[config.mk]
export PLATFORM = sky130hd
export DESIGN_NAME = branch_unit_flat
export DESIGN_NICKNAME = d
export VERILOG_FILES = /design/src/rtl/branch_pkg.sv /design/src/rtl/branch_unit_if.sv /design/src/rtl/branch_compare.sv /design/src/rtl/branch_unit.sv /design/src/flat_wrapper.sv
export SDC_FILE = /design/constraint.sdc
export NUM_CORES = 1
export LEC_CHECK = 0
export BUFFER_PORTS_ARGS = -buffer_cell sky130_fd_sc_hd__buf_2
export CORE_ASPECT_RATIO = 1.25
export CORE_UTILIZATION = 52
export DETAILED_ROUTE_END_ITERATION = 16
export PLACE_DENSITY = 0.81
export SETUP_SLACK_MARGIN = 0.3
export SYNTH_ARGS = -nofsm -noshare
export SYNTH_HDL_FRONTEND = slang
export SYNTH_HIERARCHICAL = 1
export SYNTH_SLANG_ARGS = --single-unit
[constraint.sdc]
create_clock -name clk -period 3.45 [get_ports clk]
set_clock_uncertainty 0.2 [all_clocks]
set_input_delay 0.345 -clock clk [delete_from_list [all_inputs] [get_ports clk]]
set_output_delay 0.345 -clock clk [all_outputs]
set_load 0.02 [all_outputs]
[src/rtl/branch_pkg.sv]
// Shared branch opcodes, funct3 encodings and BrOp decode masks.
package branch_pkg;

   localparam logic [4:0] BR_BEQ  = 5'b01000;
   localparam logic [4:0] BR_BNE  = 5'b01001;
   localparam logic [4:0] BR_BLT  = 5'b01100;
   localparam logic [4:0] BR_BGE  = 5'b01101;
   localparam logic [4:0] BR_BLTU = 5'b01110;
   localparam logic [4:0] BR_BGEU = 5'b01111;
   localparam logic [4:0] BR_JAL  = 5'b11010;
   localparam logic [4:0] BR_JALR = 5'b10001;

   // BrOp[4] marks any jump; BrOp[4:3]==01 marks a conditional branch.
   localparam logic [4:0] BR_JUMP_MASK  = 5'b10000;
   localparam logic [4:0] BR_CLASS_MASK = 5'b11000;
   localparam logic [4:0] BR_COND_CLASS = 5'b01000;

   typedef enum logic [2:0] {
      F3_BEQ  = 3'b000,
      F3_BNE  = 3'b001,
      F3_BLT  = 3'b100,
      F3_BGE  = 3'b101,
      F3_BLTU = 3'b110,
      F3_BGEU = 3'b111
   } funct3_e;

endpackage

[src/rtl/branch_unit_if.sv]
// Operand/opcode bundle into the branch unit and its decision/statistics outputs.
interface branch_unit_if #(
   parameter int XLEN  = 32,
   parameter int CNT_W = 32
);
   logic [XLEN-1:0]  rs1;
   logic [XLEN-1:0]  rs2;
   logic [4:0]       BrOp;
   logic             instr_valid;
   logic             NextPCSrc;
   logic             taken_q;
   logic [CNT_W-1:0] cnt_cond;
   logic [CNT_W-1:0] cnt_taken;
   logic [CNT_W-1:0] cnt_jump;

   modport master (
      output rs1, rs2, BrOp, instr_valid,
      input  NextPCSrc, taken_q, cnt_cond, cnt_taken, cnt_jump
   );

   modport slave (
      input  rs1, rs2, BrOp, instr_valid,
      output NextPCSrc, taken_q, cnt_cond, cnt_taken, cnt_jump
   );
endinterface

[src/rtl/branch_compare.sv]
// Combinational operand comparator: equality, signed less-than, unsigned less-than.
module branch_compare #(
   parameter int XLEN = 32
) (
   input  logic [XLEN-1:0] rs1_i,
   input  logic [XLEN-1:0] rs2_i,
   output logic            eq_o,
   output logic            lt_s_o,
   output logic            lt_u_o
);

   assign eq_o   = (rs1_i == rs2_i);
   assign lt_s_o = ($signed(rs1_i) < $signed(rs2_i));
   assign lt_u_o = (rs1_i < rs2_i);

endmodule

[src/rtl/branch_unit.sv]
// Branch decision (zero-latency NextPCSrc) plus saturating branch statistics.
// taken_q and counters update one edge after a valid instruction; async reset clears them.
module branch_unit
   import branch_pkg::*;
#(
   parameter int XLEN  = 32,
   parameter int CNT_W = 32
) (
   input  logic         clk,
   input  logic         rst_n,
   branch_unit_if.slave bus
);

   logic             eq, lt_s, lt_u;
   logic             take, cond_vld, is_jump;
   logic             taken_d, taken_q;
   logic [CNT_W-1:0] cnt_cond_d, cnt_cond_q;
   logic [CNT_W-1:0] cnt_taken_d, cnt_taken_q;
   logic [CNT_W-1:0] cnt_jump_d, cnt_jump_q;

   branch_compare #(.XLEN(XLEN)) u_cmp (
      .rs1_i  (bus.rs1),
      .rs2_i  (bus.rs2),
      .eq_o   (eq),
      .lt_s_o (lt_s),
      .lt_u_o (lt_u)
   );

   always_comb begin
      take     = 1'b0;
      cond_vld = 1'b0;
      is_jump  = ((bus.BrOp & BR_JUMP_MASK) != 5'b0);
      if (is_jump) begin
         take = 1'b1;
      end else if ((bus.BrOp & BR_CLASS_MASK) == BR_COND_CLASS) begin
         cond_vld = 1'b1;
         case (bus.BrOp[2:0])
            F3_BEQ:  take = eq;
            F3_BNE:  take = ~eq;
            F3_BLT:  take = lt_s;
            F3_BGE:  take = ~lt_s;
            F3_BLTU: take = lt_u;
            F3_BGEU: take = ~lt_u;
            default: cond_vld = 1'b0;
         endcase
      end
   end

   assign bus.NextPCSrc = take;

   // Counters stick at all-ones rather than wrapping.
   always_comb begin
      taken_d     = taken_q;
      cnt_cond_d  = cnt_cond_q;
      cnt_taken_d = cnt_taken_q;
      cnt_jump_d  = cnt_jump_q;
      if (bus.instr_valid) begin
         taken_d = take;
         if (cond_vld && (cnt_cond_q != '1))
            cnt_cond_d = cnt_cond_q + CNT_W'(1);
         if (cond_vld && take && (cnt_taken_q != '1))
            cnt_taken_d = cnt_taken_q + CNT_W'(1);
         if (is_jump && (cnt_jump_q != '1))
            cnt_jump_d = cnt_jump_q + CNT_W'(1);
      end
   end

   always_ff @(posedge clk or negedge rst_n) begin
      if (!rst_n) begin
         taken_q     <= 1'b0;
         cnt_cond_q  <= '0;
         cnt_taken_q <= '0;
         cnt_jump_q  <= '0;
      end else begin
         taken_q     <= taken_d;
         cnt_cond_q  <= cnt_cond_d;
         cnt_taken_q <= cnt_taken_d;
         cnt_jump_q  <= cnt_jump_d;
      end
   end

   assign bus.taken_q   = taken_q;
   assign bus.cnt_cond  = cnt_cond_q;
   assign bus.cnt_taken = cnt_taken_q;
   assign bus.cnt_jump  = cnt_jump_q;

endmodule

[src/flat_wrapper.sv]
// flat-port wrapper written by rule: the top's interface ports become plain ports
module branch_unit_flat import branch_pkg::*;
#(
   parameter int XLEN  = 32,
   parameter int CNT_W = 32
)
  (clk, rst_n, bus_rs1, bus_rs2, bus_BrOp, bus_instr_valid, bus_NextPCSrc, bus_taken_q, bus_cnt_cond, bus_cnt_taken, bus_cnt_jump);
  branch_unit_if #(.XLEN(XLEN), .CNT_W(CNT_W)) bus_i ();
  input  logic clk;
  input  logic rst_n;
  input wire logic [$bits(bus_i.rs1)-1:0] bus_rs1;
  input wire logic [$bits(bus_i.rs2)-1:0] bus_rs2;
  input wire logic [$bits(bus_i.BrOp)-1:0] bus_BrOp;
  input wire logic [$bits(bus_i.instr_valid)-1:0] bus_instr_valid;
  output wire logic [$bits(bus_i.NextPCSrc)-1:0] bus_NextPCSrc;
  output wire logic [$bits(bus_i.taken_q)-1:0] bus_taken_q;
  output wire logic [$bits(bus_i.cnt_cond)-1:0] bus_cnt_cond;
  output wire logic [$bits(bus_i.cnt_taken)-1:0] bus_cnt_taken;
  output wire logic [$bits(bus_i.cnt_jump)-1:0] bus_cnt_jump;
  assign bus_i.rs1 = bus_rs1;
  assign bus_i.rs2 = bus_rs2;
  assign bus_i.BrOp = bus_BrOp;
  assign bus_i.instr_valid = bus_instr_valid;
  assign bus_NextPCSrc = bus_i.NextPCSrc;
  assign bus_taken_q = bus_i.taken_q;
  assign bus_cnt_cond = bus_i.cnt_cond;
  assign bus_cnt_taken = bus_i.cnt_taken;
  assign bus_cnt_jump = bus_i.cnt_jump;
  branch_unit #(.XLEN(XLEN), .CNT_W(CNT_W)) u_core (.clk(clk), .rst_n(rst_n), .bus(bus_i));
endmodule
==> metrics.md, run 1 <==
| Metric | Value |
|---|---|
| Top cell type by total area after synthesis | dfrtp_1 |
| Initial DRC count | 225 |
| EDFF count, synth | 0 |
| Max clock buf depth | 2 |
| # Max-Cap Violations | 0 |
| Syn_nets | 674 |
| Antenna Nets Post-Route | 0 |
| Pwr dens | 402 mW/mm2 |
| H-tree Lvls | 3 |
| Synth Warn # | 6 |
| Leak | 3.78 nW |
| Final WL | 14600 um |
| Post-detail-place hpwl | 10500 um |
| Final hold violations | 0 |
| Fmax achieved | 0.296 GHz |
| Die Y | 118 um |
| Worst Tran Pin Value | 1.01 ns |
| Pre-CTS setup slack | -0.0488 ns |
| Crit path cell chain | buf_6 -> inv_4 -> ha_4 -> and2_4 -> a221o_1 -> a221o_1 -> and2_4 -> nor4_4 -> mux2i_2 -> buf_4 -> o22ai_2 -> buf_6 -> o211ai_1 -> buf_6 -> nor4_4 -> xor2_1 |
| Reg2Reg Launch Point | u_core/bus.cnt_taken[9] |
| Final setup viols | 0 |
| Vias per cell | 5.71 |
| DR vias | 5116 |
| Critical path's slowest cell | a221o_1 |
| Hold path depth | 2 |
| CTS tree | yes |
| Clk slew on worst S/H paths | 0.06 ns |
| FF+latch count, synth | 97 |
| Seq/Total Area, Yosys | 43.3% |
| CTS Sinks | 97 |
| Clock Root Buffer | clkbuf_16 |
| Mapped Cells | 567 |
| Layout cell share with drive strength beyond 1 | 33.2% |
| Pre-antenna DRT Iters | 7 |
| Layout area overhead | 31.4% |
| Max Slew Vio Count | 0 |
| Number of global-route vias before repair | 4956 |
| R2r endpoint | u_core/bus.cnt_taken[26] |
| Post-layout minimum cycle time | 3.38 ns |
| Initial antenna violation count | 0 |
| Routed len/inst | 16.3 um |
| CTS buffer count | 9 |
| Syn avg cell area | 9.89 um2 |
| CP required | 3.50 ns |
| Clk Latency, worst-skew pair | 0.34 ns |
| CP Capture Type | flop |
| Layout Nets | 867 |
| Worst Path Max Fanout | 6 |
| Slowest stage delay, CP | 0.42 ns |
| Status | completed |
| Fin Hold WS | 0.140 ns |
| Setup TNS | 0 ns |
| Area of the core | 0.0106 mm2 |
| Drt drc | 0 |
| Max IR drop VDD | 0.288 mV |
| Crit-path most repeated cell | buf_6 |
| GPL Wtd Cong | 0.807 |
| First-pass GRT wire length | 22800 um |
| Total Routing Usage GR | 25.8% |
| Critical setup path kind | in -> reg |
| Worst setup margin | 0.0728 ns |
| Most common cell after layout, fill and taps aside | buf_2 |
| Unrepaired setup endpoints after global routing | yes |
| Async S/R FF share, synth | 100% |
| GRT Residual Overflow | 0 |
| Tot Pwr | 2.96 mW |
| Mapped cell area | 0.00561 mm2 |
| Number of diodes | 0 |
| Hold Path Sink | u_core/bus.taken_q |
| HP Class | in -> reg |
| Most frequent cells in the layout | buf_2, dfrtp_1, nand2_1 |
| Worst r2r path cells | 5 |
| Post-synth cell types | 56 |
| R2r setup slk | 0.49 ns |
| Initial Util | 53.1% |
| CP top delay family | compound AO/OA/AOI/OAI gates |
| CP Launch Type | primary input |
| Die X | 94.9 um |
| Part of the cycle the worst path needs | 97.9% |
| Critical hold path startpoint | bus_instr_valid |
| I/O pin cnt | 170 |
| Max transition margin | 32.7% |
| Ys flop type | dfrtp_1 |
| Largest net degree at the start of global routing | 72 |
| Die Area | 0.0112 mm2 |
| Buf/Inv on CP | 5 |
| Worst Path Arrival | 3.42 ns |
| Share of the synthesized area in the top cell type | 43.3% |
| IO buf count | 169 |
| Num rows | 42 |
| Synth top area cells | dfrtp_1, ha_1, xor2_1 |
per-layer routing:
metal	GRT usage, %	wire (um)	vias to the layer above
li1	-	-	2410
met1	29.3	5780	2497
met2	46.4	7770	178
met3	4.91	662	31
met4	9.94	377	0
met5	0	0	-
logic make-up after synthesis:
family                   Yosys count  synth area share (%)
AO/OA/AOI/OAI                     51                  6.58
XOR/XNOR                          83                  13.0
adder cells (fa/ha/maj)           35                  7.81
buffers and inverters             49                  3.46
flip-flops                        97                  43.3
multiplexers                       7                  1.36
AND/OR/NAND/NOR                  245                  24.5
power breakdown:
group | switching (mW) | total (mW) | internal [mW] | leakage [nW]
clock network | 0.433 | 1.09 | 0.659 | 0.157
logic | 0.311 | 0.538 | 0.227 | 2.33
registers | 0.108 | 1.33 | 1.22 | 1.30
through the flow:
step | std cells | utilization (%) | instance area, um2
6_report | 896 | 69.7 | 7360
5_1_grt | 896 | 69.7 | 7360
3_3_place_gp | 870 | 63.7 | 6730
4_1_cts | 887 | 67.1 | 7090
2_1_floorplan | 567 | - | 5700
3_5_place_dp | 870 | 63.7 | 6730
registers in the layout, indices dropped and copies added (netlist names):
name and cells:
u_core/bus.cnt_cond 32, u_core/bus.taken_q 1, u_core/bus.cnt_jump 32, u_core/bus.cnt_taken 32
how the worst max path moves through the flow:
stage | start | endpoint | slack, ns | cells after the start
floorplan | bus_rs2[14] | u_core/bus.cnt_taken[22] | 0.30 | 13
global placement | bus_rs1[5] | u_core/bus.cnt_taken[1] | 0.06 | 12
detailed placement | bus_rs2[13] | u_core/bus.cnt_taken[24] | -0.05 | 14
CTS | bus_rs1[7] | bus_NextPCSrc | 0.16 | 11
global route | bus_rs2[27] | u_core/bus.cnt_taken[29] | 0.04 | 16
finish | bus_rs2[27] | u_core/bus.cnt_taken[29] | 0.07 | 16
cells in the mapped netlist, drive strengths merged, types with 2 or more instances:
cell	instances
a31oi	2
dfrtp	97
inv	43
and2	9
a41oi	2
a2111oi	2
a21oi	17
clkbuf	3
nand4	31
ha	35
a21o	2
nor4	21
nor2	34
nand2	48
nand3	30
xor2	46
mux2	5
or2	3
a221o	3
nor2b	3
o31ai	2
o21ai	5
nor3	23
or3	9
mux2i	2
buf	3
and3	10
nor4b	2
o211ai	5
xnor2	37
o21a	3
or4	3
nor3b	2
and4	13
layout make-up:
type / instances / area, um2
clock buffer: 10 / 239
clock inverter: 5 / 87.6
fill: 773 / 3200
inverter: 43 / 166
multi-input combinational: 421 / 3230
sequential: 97 / 2430
tap: 132 / 165
timing repair buffer: 188 / 1050
timing repair:
action	in CTS	in global routing
buffers inserted	1	8
cloned	0	1
pin swaps	1	10
resized for setup	3	39
hold buffers	1	0
setup endpoints to repair	1	32
endpoints found under the hold margin	69	0
No activity file was read; power rests on OpenSTA's default activity.
==> inputs of run 2 (changes only) <==
CORE_ASPECT_RATIO = unset   (was 1.25)
REMOVE_ABC_BUFFERS = 1   (was unset)
==> run 2 against run 1 <==
Total power down 9.3%. Combinational power up 4.8%. Worst hold slack better by 0.0085 ns. Cell count grew 0.78%. Sequential cell count is the same. Clock-buffer cell count unchanged. Sequential power hardly changed. Critical path type is now in -> out. Largest power group unchanged. Highest routed layer unchanged.
==> metrics.md, run 2 (synthesized netlist as in run 1, its figures left out) <==
| Metric | Value |
|---|---|
| HP Class | in -> reg (unchanged) |
| Switch share | 31.9% (was 28.8%) |
| Logic pwr share | 21.0% (was 18.2%) |
| Critical setup path kind | in -> out (was in -> reg) |
| Final setup viols | 0 (unchanged) |
| Number of global-route vias before repair | 4871 (was 4956) |
| Area of the core | 0.0104 mm2 (was 0.0106 mm2) |
| Die X | 106 um (was 94.9 um) |
| Total Routing Usage GR | 25.7% (was 25.8%) |
| Layout area overhead | 32.7% (was 31.4%) |
| CP Capture Type | output pin (was flop) |
| Worst Path Max Fanout | 2 (was 6) |
| Unrepaired setup endpoints after global routing | yes (unchanged) |
| DR vias | 5104 (was 5116) |
| CTS Sinks | 97 (unchanged) |
| Layout cell share with drive strength beyond 1 | 35.5% (was 33.2%) |
| Final core utilization | 71.8% (was 69.7%) |
| Slowest stage delay, CP | 0.37 ns (was 0.42 ns) |
| Final hold violations | 0 (unchanged) |
| Register share of total power | 49.7% (was 44.9%) |
| Pwr dens | 360 mW/mm2 (was 402 mW/mm2) |
| Clock share of power | 29.3% (was 36.9%) |
| Fmax achieved | 0.296 GHz (about the same) |
| Pre-antenna DRT Iters | 4 (was 7) |
| Switching power | 0.856 mW (was 0.852 mW) |
| Final WL | 14900 um (was 14600 um) |
| CP required | 2.90 ns (was 3.50 ns) |
| First-pass GRT wire length | 23000 um (was 22800 um) |
| Max clock buf depth | 2 (unchanged) |
| Largest net degree at the start of global routing | 58 (was 72) |
| Die Y | 106 um (was 118 um) |
| Status | completed (unchanged) |
| Part of the cycle the worst path needs | 98.0% (was 97.9%) |
| IO buf count | 169 (unchanged) |
| Max Slew Vio Count | 0 (unchanged) |
| Crit path cell chain | buf_6 -> inv_4 -> ha_4 -> and2_4 -> a221o_1 -> a221o_1 -> and2_4 -> nor4_4 -> mux2i_1 -> and4b_2 -> or3_4 -> buf_6 (was buf_6 -> inv_4 -> ha_4 -> and2_4 -> a221o_1 -> a221o_1 -> and2_4 -> nor4_4 -> mux2i_2 -> buf_4 -> o22ai_2 -> buf_6 -> o211ai_1 -> buf_6 -> nor4_4 -> xor2_1) |
| Most common cell after layout, fill and taps aside | buf_2 (unchanged) |
| Leak | 3.76 nW (was 3.78 nW) |
| Drt drc | 0 (unchanged) |
| Max IR drop VDD | 0.344 mV (was 0.288 mV) |
| Most frequent cells in the layout | buf_2, dfrtp_1, nand2_1 (unchanged) |
| Internal power | 1.83 mW (was 2.11 mW) |
| Max transition margin | 38.2% (was 32.7%) |
| Clock Root Buffer | clkbuf_8 (was clkbuf_16) |
| Post-detail-place hpwl | 10500 um (about the same) |
| Critical path's slowest cell | a221o_1 (unchanged) |
| Number of diodes | 0 (unchanged) |
| I/O pin cnt | 170 (unchanged) |
| Worst Tran Pin Value | 0.919 ns (was 1.01 ns) |
| H-tree Lvls | 3 (unchanged) |
| Fin Hold WS | 0.148 ns (was 0.140 ns) |
| Routed len/inst | 16.5 um (was 16.3 um) |
| Layout Nets | 869 (was 867) |
| Post-layout minimum cycle time | 3.38 ns (about the same) |
| Clk slew on worst S/H paths | 0.09 ns (was 0.06 ns) |
| CTS tree | yes (unchanged) |
| Num rows | 37 (was 42) |
| Clk Latency, worst-skew pair | 0.36 ns (was 0.34 ns) |
| GPL Wtd Cong | 0.878 (was 0.807) |
| Worst Path Arrival | 2.84 ns (was 3.42 ns) |
| Initial Util | 54.1% (was 53.1%) |
| CP Launch Type | primary input (unchanged) |
| CTS buffer count | 9 (unchanged) |
| # Max-Cap Violations | 0 (unchanged) |
| Antenna Nets Post-Route | 0 (unchanged) |
| Vias per cell | 5.65 (was 5.71) |
| Initial antenna violation count | 0 (unchanged) |
| Die Area | 0.0112 mm2 (about the same) |
| Initial DRC count | 182 (was 225) |
| GRT Residual Overflow | 0 (unchanged) |
==> run 2: changes by cell type in the layout (fill, tap and decap cells not counted), sizes merged <==
cell,before,now
buf,187,189
bufinv,2,1
clkinvlp,1,2
inv,45,46
==> run 2: stage by stage <==
stage / setup slack, ns / TNS (ns) / cells / instance area, um2 / total power [mW]
floorplan: 0.0214 / 0 / 561 / 5570 / 1.63
global placement: -0.0682 / -0.144 / 875 / 6660 / 1.83
detailed placement: -0.186 / -2.05 / 875 / 6660 / 1.86
CTS: 0.199 / 0 / 896 / 7070 / 2.67
global route: -0.0254 / -0.0337 / 903 / 7440 / 2.81
finish: 0.0699 / 0 / 903 / 7440 / 2.68
==> run 2: final cells by class <==
class	instances	area (um2)
multi-input cells	421	3400
fillers	755	2930
flip-flops and latches	97	2430
repair buffers	190	1070
well taps	136	170
inverters	43	166
clock buffers	10	138
clock inverters	6	73.8
==> run 2: power groups by stage <==
stage	combinational, mW	clock, mW	sequential [mW]
after detailed placement	0.512	0	1.35
after CTS	0.541	0.798	1.33
after global placement	0.487	0	1.34
final	0.564	0.786	1.33
after floorplan	0.195	0	1.43
after global routing	0.618	0.848	1.35
==> run 2: routing by layer <==
| metal | vias to the layer above | GRT usage, % | share of wire (%) |
|---|---|---|---|
| met5 | - | 0 | 0 |
| met4 | 0 | 10.0 | 1.9 |
| met3 | 27 | 3.77 | 4.1 |
| met2 | 151 | 44.4 | 51 |
| met1 | 2509 | 32.2 | 43 |
| li1 | 2417 | - | - |
==> run 2: path summary, 6_finish.rpt <==
kind                                          from                 endpoint  slack [ns]  cells after the start
max                                    bus_rs2[26]            bus_NextPCSrc        0.07                     12
min                                bus_instr_valid       u_core/bus.taken_q        0.15                      2
max reg2reg                u_core/bus.cnt_taken[9]  u_core/bus.cnt_taken[1]        0.43                      6
min reg2reg                u_core/bus.cnt_jump[15]  u_core/bus.cnt_jump[15]        0.29                      1
max in group asynchronous                    rst_n  u_core/bus.cnt_taken[4]        1.88                      3
min in group asynchronous                    rst_n  u_core/bus.cnt_jump[11]        0.38                      2
==> run 2: repair_timing <==
item / CTS / global route
hold endpoints to repair: 55 / 0
setup buffers: 4 / 5
endpoints found under the setup margin: 17 / 32
hold buffers: 1 / 0
resized for setup: 27 / 60
pin swaps: 16 / 31
cloned: 0 / 2
==> run 2: critical path, delay by kind of cell <==
family	cells	cell delay (ns)
AND/OR/NAND/NOR	5	1.18
adder cells (fa/ha/maj)	1	0.19
AO/OA/AOI/OAI	2	0.69
multiplexers	1	0.13
buffers and inverters	3	0.29
